<file path="config.mk">
export PLATFORM = sky130hd
export DESIGN_NAME = switch_cfg_ctrl_flat
export DESIGN_NICKNAME = d
export VERILOG_FILES = /design/src/rtl/switch_cfg_pkg.sv /design/src/rtl/switch_cfg_ctrl_if.sv /design/src/rtl/cfg_dup_check.sv /design/src/rtl/switch_cfg_ctrl.sv /design/src/flat_wrapper.sv
export SDC_FILE = /design/constraint.sdc
export NUM_CORES = 1
export LEC_CHECK = 0
export CAP_MARGIN = 0
export CORE_AREA = 4 4 114 62
export CTS_CLUSTER_SIZE = 40
export DETAILED_ROUTE_END_ITERATION = 6
export DIE_AREA = 0 0 118 66
export PLACE_DENSITY = 0.78
export SYNTH_ARGS = -nofsm -noshare
export SYNTH_HDL_FRONTEND = slang
export SYNTH_SLANG_ARGS = --single-unit
</file>
<file path="constraint.sdc">
create_clock -name clock -period 3.57 [get_ports clock]
set_clock_uncertainty 0.05 [all_clocks]
set_input_delay 0.714 -clock clock [delete_from_list [all_inputs] [get_ports clock]]
set_output_delay 0.714 -clock clock [all_outputs]
set_load 0.005 [all_outputs]
</file>
<file path="src/rtl/switch_cfg_pkg.sv">
// Shared types for the switch configuration sequencer: FSM states, error
// codes and the 8-bit port address type.
package switch_cfg_pkg;

   localparam int NUM_PORTS = 4;

   typedef logic [7:0] port_addr_t;

   typedef enum logic [2:0] {
      IDLE,
      CHECK,
      WRITE,
      READ,
      WAIT,
      DONE,
      ERR
   } cfg_state_t;

   typedef enum logic [1:0] {
      ERR_NONE     = 2'd0,
      ERR_DUP      = 2'd1,
      ERR_MISMATCH = 2'd2
   } cfg_err_t;

endpackage

</file>
<file path="src/rtl/switch_cfg_ctrl_if.sv">
// Port-address memory bus of the packet switch; the sequencer is the master.
interface switch_cfg_ctrl_if;
   import switch_cfg_pkg::*;

   logic       mem_en;
   logic       mem_rd_wr;
   logic [1:0] mem_add;
   port_addr_t mem_data;
   port_addr_t mem_rdata;

   modport master (output mem_en, output mem_rd_wr, output mem_add,
                   output mem_data, input mem_rdata);
   modport slave  (input mem_en, input mem_rd_wr, input mem_add,
                   input mem_data, output mem_rdata);

endinterface

</file>
<file path="src/rtl/cfg_dup_check.sv">
// Pairwise equality check of the four port addresses; reports the higher
// index of the first equal pair in scan order (0,1),(0,2),(0,3),(1,2),(1,3),(2,3).
module cfg_dup_check
   import switch_cfg_pkg::*;
(
   input  port_addr_t [NUM_PORTS-1:0] addr,
   output logic                       dup,
   output logic [1:0]                 dup_port
);

   // NOTE: both outputs get a default before the loops so no path through
   // the block leaves them unassigned, which would infer a latch.
   always_comb begin
      dup      = 1'b0;
      dup_port = 2'd0;
      for (int i = 0; i < NUM_PORTS - 1; i++) begin
         for (int j = i + 1; j < NUM_PORTS; j++) begin
            if (!dup && addr[i] == addr[j]) begin
               dup      = 1'b1;
               dup_port = j[1:0];
            end
         end
      end
   end

endmodule

</file>
<file path="src/rtl/switch_cfg_ctrl.sv">
// Configuration sequencer: checks, writes and reads back the four switch port
// addresses, then raises cfg_valid to allow packet injection.
module switch_cfg_ctrl
   import switch_cfg_pkg::*;
#(
   parameter int RD_LAT = 1
) (
   input  logic              clock,
   input  logic              reset,
   input  logic              start,
   input  logic [31:0]       addr_cfg,
   switch_cfg_ctrl_if.master mem,
   output logic              busy,
   output logic              done,
   output logic              cfg_valid,
   output logic              error,
   output logic [1:0]        err_code,
   output logic [1:0]        err_port
);

   cfg_state_t                   state, next_state;
   logic [1:0]                   idx;
   logic [2:0]                   lat_cnt;
   port_addr_t [NUM_PORTS-1:0]   shadow;
   logic                         dup;
   logic [1:0]                   dup_port;
   logic                         rd_ok;

   cfg_dup_check u_dup_check (
      .addr     (shadow),
      .dup      (dup),
      .dup_port (dup_port)
   );

   assign rd_ok = (mem.mem_rdata == shadow[idx]);

   // NOTE: sequential state uses non-blocking assignments so every register
   // samples pre-edge values, independent of block ordering.
   always_ff @(posedge clock or negedge reset) begin
      if (!reset) state <= IDLE;
      else        state <= next_state;
   end

   always_comb begin
      next_state = state;
      case (state)
         IDLE:  if (start) next_state = CHECK;
         CHECK: next_state = dup ? ERR : WRITE;
         WRITE: if (idx == 2'd3) next_state = READ;
         READ:  next_state = WAIT;
         WAIT: begin
            if (lat_cnt == 3'd0) begin
               if (!rd_ok)            next_state = ERR;
               else if (idx == 2'd3)  next_state = DONE;
               else                   next_state = READ;
            end
         end
         DONE:    next_state = IDLE;
         ERR:     next_state = IDLE;
         default: next_state = IDLE;
      endcase
   end

   always_comb begin
      busy          = (state != IDLE);
      done          = (state == DONE) || (state == ERR);
      mem.mem_en    = 1'b0;
      mem.mem_rd_wr = 1'b0;
      mem.mem_add   = 2'd0;
      mem.mem_data  = 8'h00;
      case (state)
         WRITE: begin
            mem.mem_en    = 1'b1;
            mem.mem_rd_wr = 1'b1;
            mem.mem_add   = idx;
            mem.mem_data  = shadow[idx];
         end
         READ: begin
            mem.mem_en  = 1'b1;
            mem.mem_add = idx;
         end
         default: ;
      endcase
   end

   // Flags are updated on the edge entering DONE/ERR so they are visible
   // together with the done pulse.
   always_ff @(posedge clock or negedge reset) begin
      if (!reset) begin
         idx       <= 2'd0;
         lat_cnt   <= 3'd0;
         shadow    <= '0;
         cfg_valid <= 1'b0;
         error     <= 1'b0;
         err_code  <= ERR_NONE;
         err_port  <= 2'd0;
      end else begin
         case (state)
            IDLE: begin
               if (start) begin
                  shadow    <= addr_cfg;
                  cfg_valid <= 1'b0;
                  error     <= 1'b0;
                  err_code  <= ERR_NONE;
                  err_port  <= 2'd0;
               end
            end
            CHECK: begin
               idx <= 2'd0;
               if (dup) begin
                  error    <= 1'b1;
                  err_code <= ERR_DUP;
                  err_port <= dup_port;
               end
            end
            WRITE: idx <= (idx == 2'd3) ? 2'd0 : idx + 2'd1;
            READ:  lat_cnt <= 3'(RD_LAT - 1);
            WAIT: begin
               if (lat_cnt != 3'd0) begin
                  lat_cnt <= lat_cnt - 3'd1;
               end else if (!rd_ok) begin
                  error    <= 1'b1;
                  err_code <= ERR_MISMATCH;
                  err_port <= idx;
               end else if (idx != 2'd3) begin
                  idx <= idx + 2'd1;
               end else begin
                  cfg_valid <= 1'b1;
               end
            end
            default: ;
         endcase
      end
   end

endmodule

</file>
<file path="src/flat_wrapper.sv">
// flat-port wrapper written by rule: the top's interface ports become plain ports
module switch_cfg_ctrl_flat import switch_cfg_pkg::*;
#(
   parameter int RD_LAT = 1
)
  (clock, reset, start, addr_cfg, busy, done, cfg_valid, error, err_code, err_port, mem_mem_en, mem_mem_rd_wr, mem_mem_add, mem_mem_data, mem_mem_rdata);
  switch_cfg_ctrl_if mem_i ();
  input  logic clock;
  input  logic reset;
  input  logic start;
  input  logic [31:0] addr_cfg;
  output logic busy;
  output logic done;
  output logic cfg_valid;
  output logic error;
  output logic [1:0] err_code;
  output logic [1:0] err_port;
  output wire logic [$bits(mem_i.mem_en)-1:0] mem_mem_en;
  output wire logic [$bits(mem_i.mem_rd_wr)-1:0] mem_mem_rd_wr;
  output wire logic [$bits(mem_i.mem_add)-1:0] mem_mem_add;
  output wire logic [$bits(mem_i.mem_data)-1:0] mem_mem_data;
  input wire logic [$bits(mem_i.mem_rdata)-1:0] mem_mem_rdata;
  assign mem_mem_en = mem_i.mem_en;
  assign mem_mem_rd_wr = mem_i.mem_rd_wr;
  assign mem_mem_add = mem_i.mem_add;
  assign mem_mem_data = mem_i.mem_data;
  assign mem_i.mem_rdata = mem_mem_rdata;
  switch_cfg_ctrl #(.RD_LAT(RD_LAT)) u_core (.clock(clock), .reset(reset), .start(start), .addr_cfg(addr_cfg), .mem(mem_i), .busy(busy), .done(done), .cfg_valid(cfg_valid), .error(error), .err_code(err_code), .err_port(err_port));
endmodule
</file>
# After elaboration in Yosys (flattened, before gate mapping)
# Index checks and enable logic that the tools add are counted.
# W data, S select, Z words.
[totals]
word_cells = 115
out_inout_bits = 20
regBits = 46
in_bits = 43
[op_classes]
n_eq_ne = 25
n_reduce_logical = 26
mux = 50
n_addsub = 2
n_lt_le_gt_ge = 1
[ops]
columns = ["cell", "count"]
rows = [
  ["$eq A8 B8 Y1", 7],
  ["$mux W2", 17],
  ["$mux W3", 7],
  ["$pmux W2 S3", 3],
  ["$bmux W8 S2", 1],
  ["$mux W1", 16],
  ["$mux W8", 2],
  ["$pmux W3 S5", 1],
  ["$ne A2 B1 Y1 const B", 6],
  ["$reduce_bool A3 Y1", 4],
  ["$ne A2 B2 Y1 const B", 5],
  ["$reduce_and A5 Y1", 2],
  ["$eq A3 B3 Y1 const B", 3],
  ["$eq A3 B2 Y1 const B", 2],
  ["$logic_not A3 Y1", 2],
  ["$pmux W3 S2", 1],
  ["$logic_and A1 B1 Y1", 5],
  ["$logic_not A1 Y1", 5],
  ["$reduce_and A2 Y1", 2],
  ["$reduce_and A4 Y1", 1],
  ["$reduce_bool A2 Y1", 2],
  ["$eq A3 B1 Y1 const B", 1],
  ["$lt A2 B3 Y1 const B", 1],
  ["$pmux W1 S3", 1],
  ["7 further kinds", 7],
]

# Logic depth before layout (Yosys ltp)
# Gate-level depths: netlist of the first run.
[depth]
word_depth = 19
ltp_mapped = 8
mapped_depth_nobuf = 8

# By module
# From an unflattened synthesis of the first run, not the netlist that was laid out.
[unflattened]
cells_unflattened = 271
hier_area_um2 = 3114.2
[modules_own_cells]
columns = ["mod", "n_inst", "cells_per_inst", "seq_area_each_um2", "area_per_inst_um2"]
rows = [
  ["switch_cfg_ctrl", 1, 201, 1151.1, 2538.7],
  ["cfg_dup_check", 1, 70, 0.0, 575.6],
]

# Worst setup path before layout of the first run
# OpenSTA, ideal clock, no wires.
[synth_timing]
path_kind = "register to register"
start = "reg u_core.idx[0]"
end = "reg u_core.err_port[0]"
required_time_ps = 3392
synth_period_minus_slack_ps = 2187
n_path_buf = 1
setup_slack_ps = 1383
arrival_time_ps = 2009
path_stages_with_launch = 8
setup_ps = 128
cell_sequence = "dfrtp_1 buf_6 mux4_2 xnor2_1 nand4_1 nor2_4 o22ai_2 mux2_1"
[synth_between]
elab_chain_len = 5
word_cells_on_any_way = 8
cone_classes = "eq/ne (2); mux (5); reduce/logical (1)"
[synth_lines]
columns = ["item", "line_no", "source"]
rows = [
  ["from (decl)", "switch_cfg_ctrl.sv:22", "logic [1:0] idx;"],
  ["from (signal assigned)", "switch_cfg_ctrl.sv:116", "WRITE: idx <= (idx == 2'd3) ? 2'd0 : idx + 2'd1;"],
  ["from (signal assigned)", "switch_cfg_ctrl.sv:126", "idx <= idx + 2'd1;"],
  ["$bmux W8 S2", "switch_cfg_ctrl.sv:35", "assign rd_ok = (mem.mem_rdata == shadow[idx]);"],
  ["$mux W8 (not written as such)", "switch_cfg_ctrl.sv:35", ""],
  ["$eq A8 B8 Y1", "switch_cfg_ctrl.sv:35", ""],
  ["$ne A2 B2 Y1 (no line)", "--", ""],
  ["$reduce_and A5 Y1 (no line)", "--", ""],
  ["to (signal assigned)", "switch_cfg_ctrl.sv:113", "err_port <= dup_port;"],
  ["to (signal assigned)", "switch_cfg_ctrl.sv:124", "err_port <= idx;"],
  ["to (decl)", "switch_cfg_ctrl.sv:18", "output logic [1:0] err_port"],
]
# Parallel ways exist; a longest one is shown, timed or not. The select of a mux whose other input is x is not followed.
# A chain may end at the register's enable or synchronous reset.

# Worst setup path after layout of the first run
[layout_timing]
start = "reg u_core.idx[0]"
end = "out mem_mem_data[4]"
[layout_between]
elab_chain_len = 3
[layout_lines]
columns = ["item", "line_no", "source"]
rows = [
  ["$bmux W8 S2", "switch_cfg_ctrl.sv:76", "mem.mem_data = shadow[idx];"],
  ["$mux W8 (not written as such)", "switch_cfg_ctrl.sv:76", ""],
  ["$mux W8", "switch_cfg_ctrl.sv:71", "case (state)"],
  ["to (decl)", "flat_wrapper.sv:21", "output wire logic [$bits(mem_i.mem_data)-1:0] mem_mem_data;"],
]
# No other way between the ends. The select of a mux whose other input is x is not followed.

==> impl_metrics.sql, run 1 <==
INSERT INTO impl_metrics (metric_group, metric, value, unit) VALUES
('cells_and_area', 'nFillCells', '503', ''),
('global_routing', 'grt_first_pass_wirelength', '13000', 'um'),
('worst_setup_path', 'critical_path.slowest_cell', 'sky130_fd_sc_hd__dfrtp_1', ''),
('placed_design', 'post-dp-hpwl', '5795', 'um'),
('min_path', 'classification_of_the_worst_slack_hold_path', 'reg -> reg', ''),
('route', 'violation_count_after_the_first_detailed_routing_iteration', '195', ''),
('logic_synthesis', 'share_of_the_synthesized_area_in_compound_gates_ao_oa_aoi_oai', '6.090', '%'),
('power', 'leakagePower', '1.751', 'nW'),
('cts', 'cts_tree', 'yes', ''),
('global_routing', 'number_of_antenna_violations_at_the_first_check_in_global_routing', '0', ''),
('global_routing', 'grt-ovfl-total', '0', ''),
('floorplanning', 'core.rowCount', '20', ''),
('worst_setup_path', 'worst_setup_path_end_kind', 'primary output', ''),
('logic_synthesis', 'syn_inst', '329', ''),
('placed_design', 'gp_congestion', '0.9198', ''),
('worst_setup_path', 'arrival', '2360', 'ps'),
('logic_synthesis', 'synth-seq-cells', '46', ''),
('cts', 'ctsRootBufferMaster', 'sky130_fd_sc_hd__clkbuf_16', ''),
('cts', 'max-clock-path-buffers', '2', ''),
('logic_synthesis', 'synth.yosys.seq_area_share', '39.18', '%'),
('cts', 'htree_num_levels', '2', ''),
('logic_synthesis', 'post_synth_and_or_nand_nor_area_fraction', '25.38', '%'),
('worst_setup_path', 'criticalPathCategory', 'reg -> out', ''),
('timing', 'setup_viol', '0', ''),
('floorplanning', 'die_width', '118', 'um'),
('worst_setup_path', 'critical_path.top_delay_family', 'flip-flops', ''),
('worst_setup_path', 'worst-endpoint-required', '2810', 'ps'),
('logic_synthesis', 'synth_unique_cells', '43', ''),
('worst_setup_path', 'start_kind', 'flop', ''),
('cts', 'clock_transition_at_the_registers_of_the_reported_paths', '60', 'ps'),
('route', 'viasPerCell', '5.481', ''),
('cells_and_area', 'syn_to_layout_area_delta', '27.30', '%'),
('placed_design', 'placement.io_buffers', '62', ''),
('cts', 'cts_repair_resize_count', '0', ''),
('timing', 'timing_max_transition_violations_final', '0', ''),
('logic_synthesis', 'number_of_warnings_reported_in_the_yosys_synthesis_log', '0', ''),
('timing', 'tns', '0', 'ps'),
('logic_synthesis', 'synthMuxAreaShare', '7.496', '%'),
('power', 'power.density_cell_area', '881.4', 'nW/um^2'),
('logic_synthesis', 'synthesis.area_per_instance', '8.930', 'um^2'),
('floorplanning', 'die_height', '66', 'um'),
('timing', 'timing.final.crit_share', '87.43', '%'),
('route', 'post-route-drc-count', '0', ''),
('cells_and_area', 'insertedDiodeCount', '0', ''),
('route', 'detail-route-antenna-nets', '0', ''),
('worst_setup_path', 'crit_fanout', '13', ''),
('worst_setup_path', 'critical_path.max_stage_delay', '720', 'ps'),
('outcome', 'run_status', 'complete, no violations', ''),
('logic_synthesis', 'synth_top_flop_cell', 'sky130_fd_sc_hd__dfrtp_1', ''),
('timing', 'max_slew_margin', '22.82', '%'),
('global_routing', 'grt_max_degree', '47', ''),
('global_routing', 'first_global_vias', '2518', ''),
('min_path', 'number_of_instances_on_the_worst_hold_path', '1', ''),
('route', 'via_count', '2543', ''),
('cts', 'tritoncts.num_buffers', '5', ''),
('logic_synthesis', 'synth_edf_count', '0', ''),
('timing', 'hold_viol', '0', ''),
('worst_setup_path', 'worst-path-buf-inv', '1', ''),
('logic_synthesis', 'synthXorXnorAreaFrac', '17.50', '%'),
('cells_and_area', 'final_net_count', '432', ''),
('floorplanning', 'design.portCount', '63', ''),
('cts', 'post_cts_hold_buffer_count', '0', ''),
('run', 'drv.max_cap_violation_count', '0', ''),
('power', 'vdd_ir_drop_max', '0.0002973', 'V'),
('logic_synthesis', 'ys_async_sr_fraction', '100.0', '%'),
('timing', 'worstMarginPinSlew', '1155', 'ps'),
('worst_setup_path', 'cp_num_cells', '3', ''),
('logic_synthesis', 'mappedNetlistArea', '2938', 'um^2'),
('cts', 'tritoncts_num_sinks', '46', ''),
('logic_synthesis', 'synthAdderAreaFrac', '1.278', '%'),
('logic_synthesis', 'synth_top_family_by_area', 'simple AND/OR/NAND/NOR gates', '');
## metrics by stage
stage          setup slack (ps)  total power [mW]  area (um^2)  cells  hold slack (ps)
2_1_floorplan              1383             2.236         2938    329            368.4
6_report                  448.8             3.296         3740    464            430.9
5_1_grt                   333.0             3.522         3740    464            452.1
3_3_place_gp              789.5             2.759         3597    456            406.2
3_5_place_dp              732.8             2.820         3597    456            418.5
4_1_cts                   411.4             3.294         3740    464            426.8
## cells in the mapped netlist (5+ instances only)
library cell / instances / area share (%)
sky130_fd_sc_hd__xor2_1: 41 / 12
sky130_fd_sc_hd__nand4_1: 5 / 1.1
sky130_fd_sc_hd__xnor2_1: 14 / 4.2
sky130_fd_sc_hd__clkbuf_1: 11 / 1.4
sky130_fd_sc_hd__nand3_1: 6 / 1.0
sky130_fd_sc_hd__dfrtp_1: 46 / 39
sky130_fd_sc_hd__and3_1: 11 / 2.3
sky130_fd_sc_hd__nor4_1: 10 / 2.1
sky130_fd_sc_hd__mux4_2: 6 / 4.6
sky130_fd_sc_hd__nand2_1: 114 / 15
sky130_fd_sc_hd__nor2_1: 8 / 1.0
sky130_fd_sc_hd__o21ai_0: 7 / 1.2
sky130_fd_sc_hd__inv_1: 8 / 1.0
## power breakdown
group | total [mW] | switching, mW | internal, mW | leakage (nW)
Combinational | 1.63 | 0.778 | 0.848 | 1.10
Clock | 0.459 | 0.199 | 0.260 | 0.0708
Sequential | 1.21 | 0.469 | 0.742 | 0.580
Total | 3.30 | 1.45 | 1.85 | 1.75
## final timing paths
| check | start | to | slack (ps) |
|---|---|---|---|
| setup / recovery | u_core.idx[0] | mem_mem_data[4] | 450 |
| setup reg to reg | u_core.idx[0] | u_core.idx[1] | 900 |
| min in group asynchronous | reset | u_core.shadow[9] | 560 |
| hold reg to reg | u_core.lat_cnt[2] | u_core.lat_cnt[2] | 430 |
| hold / removal | u_core.lat_cnt[2] | u_core.lat_cnt[2] | 430 |
| max in group asynchronous | reset | u_core.state[0] | 2250 |
## cells by family after synthesis
| group | count (synthesis) |
|---|---|
| compound gates | 25 |
| xor+xnor | 57 |
| fa+ha+maj | 3 |
| buf+inv | 21 |
| flops | 46 |
| mux | 11 |
| simple gates | 166 |
## layout by cell type (no fill, tap or decap), types with 2 or more instances in the layout
master                            count
sky130_fd_sc_hd__mux2_1               2
sky130_fd_sc_hd__nand4_1              5
sky130_fd_sc_hd__nor4_1              10
sky130_fd_sc_hd__clkdlybuf4s50_1     61
sky130_fd_sc_hd__and3_1              11
sky130_fd_sc_hd__a21oi_1              4
sky130_fd_sc_hd__o211ai_1             2
sky130_fd_sc_hd__and2_1               2
sky130_fd_sc_hd__mux4_1               2
sky130_fd_sc_hd__nand2_1            114
sky130_fd_sc_hd__nor2_1               8
sky130_fd_sc_hd__dfrtp_1             46
sky130_fd_sc_hd__nand2b_1             2
sky130_fd_sc_hd__mux4_2               6
sky130_fd_sc_hd__nand3_1              6
sky130_fd_sc_hd__inv_1                8
sky130_fd_sc_hd__xnor2_2              2
sky130_fd_sc_hd__xnor2_1             14
sky130_fd_sc_hd__o21ai_0              7
sky130_fd_sc_hd__o21a_1               2
sky130_fd_sc_hd__clkbuf_16            5
sky130_fd_sc_hd__xor2_1              41
sky130_fd_sc_hd__ha_1                 3
## per-layer routing
layer	global-route usage [%]	wire length, um	vias up
met5	0	0	-
met4	5.985	94	0
met2	34.60	3750	88
li1	-	-	1213
met1	28.70	3578	1232
met3	3.675	473	10
## sequential cells by signal, summed over array words and instances, names as in the netlist
signal,cells
u_core.cfg_valid,1
u_core.state,3
u_core.err_port,2
u_core.err_code,2
u_core.lat_cnt,3
u_core.error,1
u_core.shadow,32
u_core.idx,2
## area by class of cell
type,count,area [um^2],area share (%)
Sequential cell,46,1151,30.78
Multi-Input combinational cell,262,1697,45.37
Timing Repair Buffer,63,623.1,16.66
Tap cell,77,96.34,2.576
Clock inverter,2,13.76,0.3680
Clock buffer,6,128.9,3.446
Inverter,8,30.03,0.8029
Note: power is estimated with default switching activity, not from simulation.
==> run 2, diff against run 1 <==
--- a/config.mk
+++ b/config.mk
@@ -6,10 +6,10 @@
 export NUM_CORES = 1
 export LEC_CHECK = 0
 export CAP_MARGIN = 0
-export CORE_AREA = 4 4 114 62
+export CORE_AREA = 4 4 82 84
 export CTS_CLUSTER_SIZE = 40
 export DETAILED_ROUTE_END_ITERATION = 6
-export DIE_AREA = 0 0 118 66
+export DIE_AREA = 0 0 86 88
 export PLACE_DENSITY = 0.78
 export SYNTH_ARGS = -nofsm -noshare
 export SYNTH_HDL_FRONTEND = slang
==> run 2 against run 1 <==
Net effect:
- final cell count decreased by 0.65%
- sequential power about the same
- core utilization decreased by 0.18 points
- worst setup slack improved by 15 ps
- first-iteration DRC count decreased by 2.1%
- worst hold slack got worse by 4.7 ps
- critical path type unchanged
- largest power group unchanged
- highest routed layer unchanged
==> impl_metrics.sql, run 2 (same netlist as run 1, synthesis figures left out) <==
INSERT INTO impl_metrics (metric_group, metric, value, unit) VALUES
('floorplanning', 'die_height', '88', 'um'),
('worst_setup_path', 'crit_fanout', '13', ''),
('route', 'drt_first_pass_iters', '4', ''),
('cts', 'max-clock-path-buffers', '2', ''),
('global_routing', 'grt-ovfl-total', '0', ''),
('route', 'post-route-drc-count', '0', ''),
('min_path', 'number_of_instances_on_the_worst_hold_path', '1', ''),
('global_routing', 'number_of_antenna_violations_at_the_first_check_in_global_routing', '0', ''),
('global_routing', 'grt_first_pass_wirelength', '11700', 'um'),
('worst_setup_path', 'launch_point_of_the_worst_path', 'u_core.idx[0]', ''),
('placed_design', 'placedInstanceArea', '3595', 'um^2'),
('route', 'viasPerCell', '5.319', ''),
('cells_and_area', 'fin_area', '3707', 'um^2'),
('timing', 'layout_setup_ws', '463.7', 'ps'),
('worst_setup_path', 'worst-endpoint-required', '2810', 'ps'),
('worst_setup_path', 'start_kind', 'flop', ''),
('power', 'power.density_cell_area', '851.4', 'nW/um^2'),
('worst_setup_path', 'arrival', '2340', 'ps'),
('worst_setup_path', 'critical_path.max_stage_delay', '720', 'ps'),
('cts', 'tritoncts.num_buffers', '5', ''),
('placed_design', 'gp_congestion', '0.8791', ''),
('timing', 'timing.final.crit_share', '87.01', '%'),
('power', 'vdd_ir_drop_max', '0.0004310', 'V'),
('route', 'via_count', '2452', ''),
('min_path', 'min-delay-start', 'u_core.lat_cnt[2]', ''),
('cts', 'clock_transition_at_the_registers_of_the_reported_paths', '80', 'ps'),
('timing', 'hold_slack', '426.2', 'ps'),
('timing', 'rsz_0062_raised_after_global_routing', 'no', ''),
('worst_setup_path', 'worst_setup_path_end_kind', 'primary output', ''),
('timing', 'timing_max_transition_violations_final', '0', ''),
('cts', 'htree_num_levels', '2', ''),
('cts', 'cts_tree', 'yes', ''),
('cells_and_area', 'layout_top_registers', 'u_core.shadow x32, u_core.lat_cnt x3, u_core.state x3', ''),
('cells_and_area', 'sequential_cell_area', '1151', 'um^2'),
('placed_design', 'placement.io_buffers', '62', ''),
('worst_setup_path', 'cp_cell_sequence', 'mux4_1 > and3_1 > clkdlybuf4s50_1', ''),
('cts', 'clock_latency', '300', 'ps'),
('route', 'violation_count_after_the_first_detailed_routing_iteration', '191', ''),
('placed_design', 'post-place-ws', '786.0', 'ps'),
('cts', 'post_cts_hold_buffer_count', '0', ''),
('cts', 'cts_repair_resize_count', '0', ''),
('cells_and_area', 'final_net_count', '432', ''),
('cts', 'post_cts.repair.setup_buffers', '0', ''),
('global_routing', 'grt_max_degree', '47', ''),
('worst_setup_path', 'crit-reg2reg-launch', 'u_core.idx[0]', ''),
('cells_and_area', 'final_util', '62.62', '%'),
('timing', 'achievable-frequency', '0.3219', 'GHz'),
('timing', 'hold_viol', '0', ''),
('floorplanning', 'design.core.area', '5921', 'um^2'),
('cells_and_area', 'top_library_cells_by_usage_in_the_layout_fill_and_taps_aside', '114 x sky130_fd_sc_hd__nand2_1, 61 x sky130_fd_sc_hd__clkdlybuf4s50_1, 46 x sky130_fd_sc_hd__dfrtp_1, 41 x sky130_fd_sc_hd__xor2_1, 14 x sky130_fd_sc_hd__xnor2_1', ''),
('floorplanning', 'design.portCount', '63', ''),
('cells_and_area', 'layout.cells.most_common', 'sky130_fd_sc_hd__nand2_1', ''),
('cts', 'ctsRootBufferMaster', 'sky130_fd_sc_hd__clkbuf_8', ''),
('timing', 'timing.final.crit_period', '3106', 'ps'),
('timing', 'worstMarginPinSlew', '1038', 'ps'),
('route', 'routed_wl', '6829', 'um'),
('timing', 'setup_viol', '0', ''),
('floorplanning', 'core.rowCount', '28', ''),
('floorplanning', 'die_width', '86', 'um'),
('route', 'post_drt_wl_per_cell', '14.81', 'um'),
('outcome', 'run_status', 'complete, no violations', ''),
('floorplanning', 'dieArea', '7568', 'um^2'),
('timing', 'tns', '0', 'ps'),
('cells_and_area', 'multi_input_comb_area', '1697', 'um^2'),
('cells_and_area', 'max_ffs_per_register', '32', ''),
('cells_and_area', 'fin_cells', '461', ''),
('cells_and_area', 'top_register', 'u_core.shadow', ''),
('min_path', 'classification_of_the_worst_slack_hold_path', 'reg -> reg', ''),
('cells_and_area', 'insertedDiodeCount', '0', ''),
('route', 'detail-route-antenna-nets', '0', ''),
('placed_design', 'placed_cells_incl_taps', '454', ''),
('worst_setup_path', 'reg2reg_depth', '7', ''),
('placed_design', 'post-dp-hpwl', '5155', 'um'),
('cells_and_area', 'nFillCells', '532', ''),
('floorplanning', 'initial_utilization', '49.62', '%'),
('worst_setup_path', 'critical_path.slowest_cell', 'sky130_fd_sc_hd__dfrtp_1', ''),
('worst_setup_path', 'criticalPathCategory', 'reg -> out', ''),
('timing', 'max_slew_margin', '30.78', '%'),
('global_routing', 'global_route.usage.total', '19.68', '%'),
('power', 'p_total', '3.156', 'mW'),
('global_routing', 'first_global_vias', '2454', ''),
('run', 'drv.max_cap_violation_count', '0', ''),
('power', 'leakagePower', '1.738', 'nW'),
('cells_and_area', 'syn_to_layout_area_delta', '26.19', '%'),
('cts', 'tritoncts_num_sinks', '46', ''),
('cells_and_area', 'final_layout_size_suffix_gt1_share', '6.218', '%');
[run 2: changes by cell type in the layout (fill, tap and decap cells not counted), sizes merged]
cell | previous run | this run
clkinv | 2 | 0
bufinv | 0 | 1
[run 2: layout make-up]
cell class              instances  share of cell area (%)
inverters                       8                  0.8100
clock inverters                 1                  0.8100
repair buffers                 63                   16.81
flip-flops and latches         46                   31.05
multi-input cells             262                   45.76
well taps                      75                   2.531
clock buffers                   6                   2.227
[run 2: routing by layer]
layer	GRT usage, %	vias to the layer above	wire [um]
met1	27.65	1142	3175
met2	31.18	87	3095
met4	6.187	0	93
met5	0	-	0
li1	-	1215	-
met3	3.387	8	464
[run 2: worst max-delay path, delay by kind of cell, from the launching register on]
kind	cells	cell delay [ps]
buffers and inverters	1	430
DFF	1	720
muxes	1	680
and+or+nand+nor	1	210
[run 2: where the power goes]
group	internal [mW]	switching (mW)	total (mW)	leakage (nW)
Clock	0.224	0.172	0.396	0.0573
Sequential	0.741	0.458	1.20	0.580
Combinational	0.847	0.715	1.56	1.10
Total	1.81	1.34	3.16	1.74
[run 2: worst paths after layout]
check / to / slack, ps
max: mem_mem_data[3] / 460
min: u_core.lat_cnt[2] / 430
max reg2reg: u_core.idx[1] / 950
min reg2reg: u_core.lat_cnt[2] / 430
max in group asynchronous: u_core.state[2] / 2290
min in group asynchronous: u_core.shadow[6] / 520
